## src/rtl/gp_regfile_sb_pkg.sv

```systemverilog
// gp_regfile_sb_pkg: default IR field positions and the register-select one-hot helper
package gp_regfile_sb_pkg;
    localparam int RA_LSB_DEF  = 23;
    localparam int RB_LSB_DEF  = 19;
    localparam int RC_LSB_DEF  = 15;
    localparam int CONST_W_DEF = 19;
    localparam int MAX_IDX_W   = 8;
    localparam int MAX_REGS    = 1 << MAX_IDX_W;
    typedef logic [MAX_IDX_W-1:0] reg_idx_t;
    typedef logic [MAX_REGS-1:0]  reg_vec_t;
    function automatic reg_vec_t onehot(input reg_idx_t idx);
        return reg_vec_t'(1) << idx;
    endfunction
endpackage

```

## src/rtl/gp_regfile_sb_reg_field_decode.sv

```systemverilog
// reg_field_decode: ra/rb/rc selection from IR fields and sign-extended IR constant
module reg_field_decode
    import gp_regfile_sb_pkg::*;
#(
    parameter int WIDTH   = 32,
    parameter int NREGS   = 16,
    parameter int IDX_W   = $clog2(NREGS),
    parameter int RA_LSB  = RA_LSB_DEF,
    parameter int RB_LSB  = RB_LSB_DEF,
    parameter int RC_LSB  = RC_LSB_DEF,
    parameter int CONST_W = CONST_W_DEF
) (
    input  logic [WIDTH-1:0] ir,
    input  logic             gra,
    input  logic             grb,
    input  logic             grc,
    output logic [NREGS-1:0] sel,
    output logic [WIDTH-1:0] c_sign_extended
);
    logic unused_ir;
    assign unused_ir = ^ir;
    always_comb begin
        sel = (gra ? NREGS'(onehot(reg_idx_t'(ir[RA_LSB+:IDX_W]))) : '0)
            | (grb ? NREGS'(onehot(reg_idx_t'(ir[RB_LSB+:IDX_W]))) : '0)
            | (grc ? NREGS'(onehot(reg_idx_t'(ir[RC_LSB+:IDX_W]))) : '0);
        c_sign_extended = {{(WIDTH-CONST_W){ir[CONST_W-1]}}, ir[CONST_W-1:0]};
    end
endmodule

```

## src/rtl/gp_regfile_sb.sv

```systemverilog
// gp_regfile_sb: Mini-SRC register file with a second write-back port and per-register busy scoreboard
module gp_regfile_sb
    import gp_regfile_sb_pkg::*;
#(
    parameter int WIDTH   = 32,
    parameter int NREGS   = 16,
    parameter int IDX_W   = $clog2(NREGS),
    parameter int RA_LSB  = RA_LSB_DEF,
    parameter int RB_LSB  = RB_LSB_DEF,
    parameter int RC_LSB  = RC_LSB_DEF,
    parameter int CONST_W = CONST_W_DEF
) (
    input  logic             clock,
    input  logic             clear,
    input  logic [WIDTH-1:0] ir,
    input  logic             gra,
    input  logic             grb,
    input  logic             grc,
    input  logic             rin,
    input  logic             rout,
    input  logic             baout,
    input  logic [WIDTH-1:0] bus_in,
    output logic [WIDTH-1:0] bus_out,
    output logic [WIDTH-1:0] c_sign_extended,
    input  logic             reserve,
    input  logic             wb_valid,
    input  logic [IDX_W-1:0] wb_idx,
    input  logic [WIDTH-1:0] wb_data,
    output logic             busy_hit,
    output logic [NREGS-1:0] busy,
    output logic             wb_err
);
    logic [NREGS-1:0]            sel, wr_en, wb_oh, busy_q, busy_d;
    logic                        wb_err_q, wb_err_d, rd_en;
    logic [NREGS-1:0][WIDTH-1:0] rd;

    reg_field_decode #(
        .WIDTH(WIDTH), .NREGS(NREGS), .IDX_W(IDX_W), .RA_LSB(RA_LSB),
        .RB_LSB(RB_LSB), .RC_LSB(RC_LSB), .CONST_W(CONST_W)
    ) u_decode (
        .ir(ir), .gra(gra), .grb(grb), .grc(grc), .sel(sel), .c_sign_extended(c_sign_extended)
    );

    assign rd_en = rout | baout;

    // A same-cycle reservation re-arms busy even while a write-back retires it
    always_comb begin
        wr_en    = sel & {NREGS{rin}};
        wb_oh    = wb_valid ? NREGS'(onehot(reg_idx_t'(wb_idx))) : '0;
        busy_d   = (busy_q & ~wb_oh) | (reserve ? sel : '0);
        wb_err_d = wb_err_q | (wb_valid & ~busy_q[wb_idx]);
        busy_hit = |(sel & busy_q) & rd_en;
        bus_out  = '0;
        for (int k = 0; k < NREGS; k++) bus_out |= rd[k];
    end

    for (genvar i = 0; i < NREGS; i++) begin : g_reg
        logic [WIDTH-1:0] reg_q, reg_d;
        assign reg_d = wr_en[i] ? bus_in : wb_oh[i] ? wb_data : reg_q;
        assign rd[i] = (rd_en && sel[i] && !(baout && i == 0)) ? reg_q : '0;
        always_ff @(posedge clock) reg_q <= clear ? '0 : reg_d;
    end

    always_ff @(posedge clock) begin
        busy_q   <= clear ? '0 : busy_d;
        wb_err_q <= clear ? 1'b0 : wb_err_d;
    end

    assign busy   = busy_q;
    assign wb_err = wb_err_q;
endmodule

```

## config.mk

```make
export PLATFORM = sky130hd
export DESIGN_NAME = gp_regfile_sb
export DESIGN_NICKNAME = d
export VERILOG_FILES = /design/src/rtl/gp_regfile_sb_pkg.sv /design/src/rtl/gp_regfile_sb_reg_field_decode.sv /design/src/rtl/gp_regfile_sb.sv
export SDC_FILE = /design/constraint.sdc
export NUM_CORES = 2
export LEC_CHECK = 0
export BUFFER_PORTS_ARGS = -buffer_cell sky130_fd_sc_hd__buf_2
export CAP_MARGIN = 20
export CORE_UTILIZATION = 61
export CTS_CLUSTER_SIZE = 16
export DETAILED_ROUTE_END_ITERATION = 12
export GPL_TIMING_DRIVEN = 0
export PLACE_DENSITY_LB_ADDON = 0.1
export SLEW_MARGIN = 20
export SYNTH_ARGS = -nofsm -noshare
export SYNTH_HDL_FRONTEND = slang
export SYNTH_SLANG_ARGS = --single-unit
```

## constraint.sdc

```tcl
create_clock -name clock -period 2.54 [get_ports clock]
set_clock_uncertainty 0.2 [all_clocks]
set_input_delay 0.254 -clock clock [delete_from_list [all_inputs] [get_ports clock]]
set_output_delay 0.254 -clock clock [all_outputs]
set_load 0.01 [all_outputs]
```

### Word level (Yosys, flattened, before mapping)

Index checks and enable logic that the tools add are counted.

| word-level totals | value |
|---|---|
| bits in writable memories | 0 |
| memories kept | 0 |
| bits in registers | 529 |
| bits in read-only memories | 0 |
| bits in latches | 0 |
| logic and storage cells | 140 |
| output and inout bits | 82 |

| cells by class | value |
|---|---|
| equality and inequality tests | 0 |
| mux-type cells | 55 |
| multiply operators | 0 |
| reduce and logical (&&, ||, !) cells | 35 |
| div/mod/pow operators | 0 |
| add/subtract/negate cells | 0 |
| $lt $le $gt $ge | 1 |
| bitwise logic cells | 27 |
| shift operators | 4 |

Operator list:

| operator | number |
|---|---|
| $mux 32 | 48 |
| $or 32x32->32 | 15 |
| $mux 16 | 5 |
| $shl 1x4->16 const A | 4 |
| $and 16x16->16 | 3 |
| $or 16x16->16 | 3 |
| $reduce_bool 2->1 | 16 |
| $logic_and 1x1->1 | 17 |
| $not 16->16 | 1 |
| $reduce_or 16->1 | 1 |
| $lt 4x5->1 const B | 1 |
| $bmux 1 s4 | 1 |
| $and 1x1->1 | 2 |
| $or 1x1->1 | 2 |
| $logic_not 1->1 | 1 |
| $mux 1 | 1 |
| $not 1->1 | 1 |

### Logic depth before layout (Yosys ltp)

| depth | value |
|---|---|
| depth in word-level cells | 22 |
| mapped depth | 9 |
| gate-level depth less buffers | 6 |

### Hierarchy

A second synthesis with hierarchy kept.

| unflattened totals | value |
|---|---|
| cells, all modules | 3673 |
| area, all modules | 28048.2 um^2 |

Modules (own cells, without submodules):

| module | area each (um^2) | instances | cells each | seq. area each (um^2) |
|---|---|---|---|---|
| gp_regfile_sb | 27363.7 | 1 | 3569 | 10590.2 |
| reg_field_decode | 684.4 | 1 | 104 | 0.0 |

### Worst setup path before layout

Ideal clock, no wire load.

| path | value |
|---|---|
| kind | in2out |
| start | input ir[19] |
| end | output bus_out[0] |
| required time | 2086 ps |
| stages | 9 |
| arrival | 1906 ps |
| setup slack | 180 ps |
| path through | buf_2 nand3_2 o22ai_1 or2_1 and2_1 buf_6 buf_6 a221o_1 or3_1 |

| on the way | value |
|---|---|
| longest elaborated chain between the ends | 22 |
| elaborated cells between the ends (all ways) | 52 |

Ends and longest elaborated chain:

| what | line | source |
|---|---|---|
| start: declaration | gp_regfile_sb.sv:15 | `input logic [WIDTH-1:0] ir,` |
| $shl 1x4->16 (*) | gp_regfile_sb_pkg.sv:12 | `return reg_vec_t'(1) << idx;` |
| $mux 16 (*) | gp_regfile_sb_reg_field_decode.sv:24 | `\| (grb ? NREGS'(onehot(reg_idx_t'(ir[RB_LSB+:IDX_W]))) : '0)` |
| $or 16x16->16 (*) | gp_regfile_sb_reg_field_decode.sv:24 |  |
| $or 16x16->16 (*) | gp_regfile_sb_reg_field_decode.sv:25 | `\| (grc ? NREGS'(onehot(reg_idx_t'(ir[RC_LSB+:IDX_W]))) : '0);` |
| $logic_and 1x1->1 (2 in a row) | gp_regfile_sb.sv:60 | `assign rd[i] = (rd_en && sel[i] && !(baout && i == 0)) ? reg_q : '0;` |
| $mux 32 | gp_regfile_sb.sv:60 |  |
| $or 32x32->32 (14 in a row) | gp_regfile_sb.sv:54 | `for (int k = 0; k < NREGS; k++) bus_out \|= rd[k];` |
| $or 32x32->32 (*) | gp_regfile_sb.sv:54 |  |
| end: declaration | gp_regfile_sb.sv:23 | `output logic [WIDTH-1:0] bus_out,` |

Every way passes the cells marked *; elsewhere a longest branch is shown, timed or not.

### Final worst setup path

| path | value |
|---|---|
| start | input rout |
| end | output bus_out[18] |

| on the way | value |
|---|---|
| longest elaborated chain between the ends | 19 |
| elaborated cells between the ends (all ways) | 49 |

Ends and longest elaborated chain:

| what | line | source |
|---|---|---|
| start: declaration | gp_regfile_sb.sv:20 | `input logic rout,` |
| $or 1x1->1 (*) | gp_regfile_sb.sv:44 | `assign rd_en = rout \| baout;` |
| $logic_and 1x1->1 (2 in a row) | gp_regfile_sb.sv:60 |  |
| $mux 32 | gp_regfile_sb.sv:60 |  |
| $or 32x32->32 (14 in a row) | gp_regfile_sb.sv:54 |  |
| $or 32x32->32 (*) | gp_regfile_sb.sv:54 |  |

Marks and branches as above.

==> metrics.md <==
| Metric | Value |
|---|---|
| Critical path data required time | between 2000 and 2500 ps |
| Final cell count without fillers | 4017 |
| Arrival @ worst endpoint | approximately 2600 ps |
| DRC violations left | 0 |
| Filler cells | around 3300 |
| CTS Buffer Depth | 3 |
| Cell Pwr Density | 610.5 mW/mm2 |
| GR Util All Layers | between 40% and 50% |
| Root buffer cell | clkbuf_16 |
| Unrepaired setup endpoints after global routing | yes |
| Status | finished, violations left |
| CTS tree | built |
| GP Congestion | just over 1 |
| Share of the synthesized area in the top cell type | between 30 and 40% |
| Achievable frequency | about 330 MHz |
| Placed cell area | ~0.029 mm2 |
| Core Rows | between 70 and 80 |
| Cells on worst reg2reg path | 5 |
| Final setup violation count | 51 |
| Final wirelength | between 100000 and 150000 um |
| Total of max-cap violations | 0 |
| Die footprint | ~0.046 mm2 |
| Post-synth EDFFs | 0 |
| Clk Latency, worst-skew pair | 620 ps |
| Commonest cells after routing, fill and taps aside | nor2_1, dfxtp_1, mux2i_1, a211oi_1, clkbuf_1 |
| Pre-antenna DRT Iters | 7 |
| Share of layout cells above drive strength 1 | between 10% and 20% |
| IO Pins | 192 |
| Minimum clock period | 3020 ps |
| Die W | around 210 um |
| R2R setup slack | 650 ps |
| Clk pin slew, worst setup/hold paths | 60 ps |
| Most common cell after layout, fill and taps aside | nor2_1 |
| Fin area | between 0.03 and 0.04 mm2 |
| Cell family with most CP delay | buffers and inverters |
| Die H | between 200 and 250 um |
| NumNets Final | about 3500 |
| Drt first-iter violations | 4972 |
| Main synth FF type | dfxtp_1 |
| Final ANT Viol Nets | 0 |
| Final Hold Vio Count | 0 |
| Detailed Place HPWL | 79060 um |
| Post-Synthesis Mean Instance Area | approximately 9 um2 |
| Fin crit share | 118.9% |
| Leakage power | 0.01258 uW |
| Via Count | around 29000 |
| Total Power | roughly 20000 uW |
| Remaining global-route overflow | 0 |
| Failing checks | negative setup slack |
| Register area | ~0.011 mm2 |
| First-pass GRT wire length | between 150000 and 200000 um |
| Antenna violations before repair | 2 |
| Post-synthesis sequential area ratio | 38.56% |
| Largest net degree at the start of global routing | 21 |
| Number of global-route vias before repair | ~28000 |
| Synthesized area | ~0.027 mm2 |
| Wire per inst | between 20 and 30 um |
| Synth unique cells | 65 |
| Clk sinks | 529 |
| PortBufs | 129 |
| Slew Viols, Final | 0 |
| Syn_nets | approximately 3200 |
| Worst Tran Pin Value | 1281 ps |
| Worst min path class | in2reg |
| Synth area leaders | dfxtp_1, mux2i_1, a211oi_1 |
| Mapped Cells | between 3000 and 4000 |
| Final worst setup slack | -480.5 ps |
| Drt via density | 7.195 |
| Dpl cells | 3794 |
| CP Capture Type | output port |
| Crit Path Max Fanout | 10 |
| Initial Util | around three fifths |
| CP peak stage delay | between 300 and 400 ps |
| Core Region | between 0.04 and 0.05 mm2 |
| Relative slew margins | ~14% |
| CP Class | in2out |
| CTS H-Tree Depth | 2 |
| Multi-input gate area | roughly 0.015 mm2 |
| Num CTS Buffers | 56 |
| Setup TNS | -13490 ps |
| Hold path cells | 4 |
| Cell breakdown of the critical path | buf_8, or2_1, buf_6, buf_8, buf_4, buf_6, o31a_4, buf_6, a22o_1, a221o_1, or3_4, buf_2 |
| Crit path depth | 12 |
| Synth warn | 0 |
| Post-synth top area cell | dfxtp_1 |
| Yosys reg bits | 529 |
| Master of the slowest instance on the critical path | or3_4 |
| CP bufs+invs | 7 |
| Async SR Flop Fraction | 0% |
| Most Frequent Cell on Critical Path | buf_6 |
| Area growth syn-to-layout | 18.70% |
| CP startpoint kind | input pin |
| Peak supply drop | just over 0.6 mV |
## metrics by stage
stage	worst slack (ps)	util [%]	hold WS, ps
final	-480.5	73.55	47.71
after global routing	-493.5	73.54	119.6
after CTS	-416.4	73.16	10.86
after detailed placement	-995.4	65.09	256.4
after global placement	-1028	65.09	248.6
after floorplan	180.0	-	194.6
## power breakdown
part | internal (uW) | switching (uW) | total (uW)
sequential | 8670 | 224 | 8890
combinational | 920 | 1710 | 2630
clock | 4780 | 3600 | 8380
total | 14400 | 5530 | 19900
## cell families (layout without fill, tap and decap cells)
| kind of cell | after synthesis | in the layout | share of synthesized area (%) |
|---|---|---|---|
| DFF | 529 | 529 | 38.56 |
| buffers and inverters | 413 | 762 | 6.903 |
| muxes | 489 | 489 | 18.06 |
| and+or+nand+nor | 828 | 828 | 12.89 |
| AOI/OAI and AO/OA | 814 | 814 | 23.58 |
| other | 0 | 3 | 0 |
## flip-flops by register name, summed over array words and instances (netlist names)
name	cells
g.reg_q	512
wb_err	1
busy	16
## cells in the mapped netlist, types with 3 or more instances
cell type	number
or2_2	3
nor3b_1	3
nand3b_1	6
nor2b_1	13
mux2i_1	482
buf_6	11
dfxtp_1	529
a21oi_1	17
and3b_1	4
or3_1	38
clkbuf_1	256
mux4_2	5
o22ai_1	5
buf_1	18
buf_4	38
o221ai_1	5
a222oi_1	65
nand3_1	76
nor3_1	4
nor2_1	551
a22o_1	33
a311oi_1	32
buf_2	87
a32oi_1	7
nand4_1	3
and2_1	3
a211oi_1	480
nand2b_1	9
nand2_1	99
a22oi_1	108
a221o_1	31
o211ai_1	3
o21ai_0	4
## per-layer routing
metal | GRT usage (%) | part of all wire [%]
met1 | 61.90 | 37
met2 | 71.73 | 42
met3 | 16.41 | 14
met4 | 33.12 | 7.3
met5 | 1.979 | 0.24
## worst reg2reg max path, cell delays in order, from the launching register on
cell and delay (ps):
dfxtp_1 450, mux4_2 530, mux4_2 460, inv_1 60, a21oi_1 60, nor2_1 70
## area by class of cell
cell class              count  share of cell area (%)
clock inverters            14                  0.3454
clock buffers              91                   5.354
plain buffers             410                   6.402
multi-input cells        2131                   47.18
inverters                   2                 0.02303
repair buffers            245                   5.888
well taps                 592                   2.272
flip-flops and latches    529                   32.51
diodes                      3                 0.02303
## final timing paths
kind	start	to
setup / recovery	rout	bus_out[18]
hold / removal	wb_idx[2]	busy[7]$_SDFF_PP0_
setup reg to reg	busy[3]$_SDFF_PP0_	wb_err$_SDFF_PP0_
hold reg to reg	wb_err$_SDFF_PP0_	wb_err$_SDFF_PP0_
## timing repair
action	CTS	global route
setup endpoints to repair	36	91
pin swaps	75	58
hold buffers	73	0
resized for setup	155	53
hold endpoints to repair	289	0
gates cloned	9	0
buffers inserted	30	3
(Power assumes the default switching activity.)
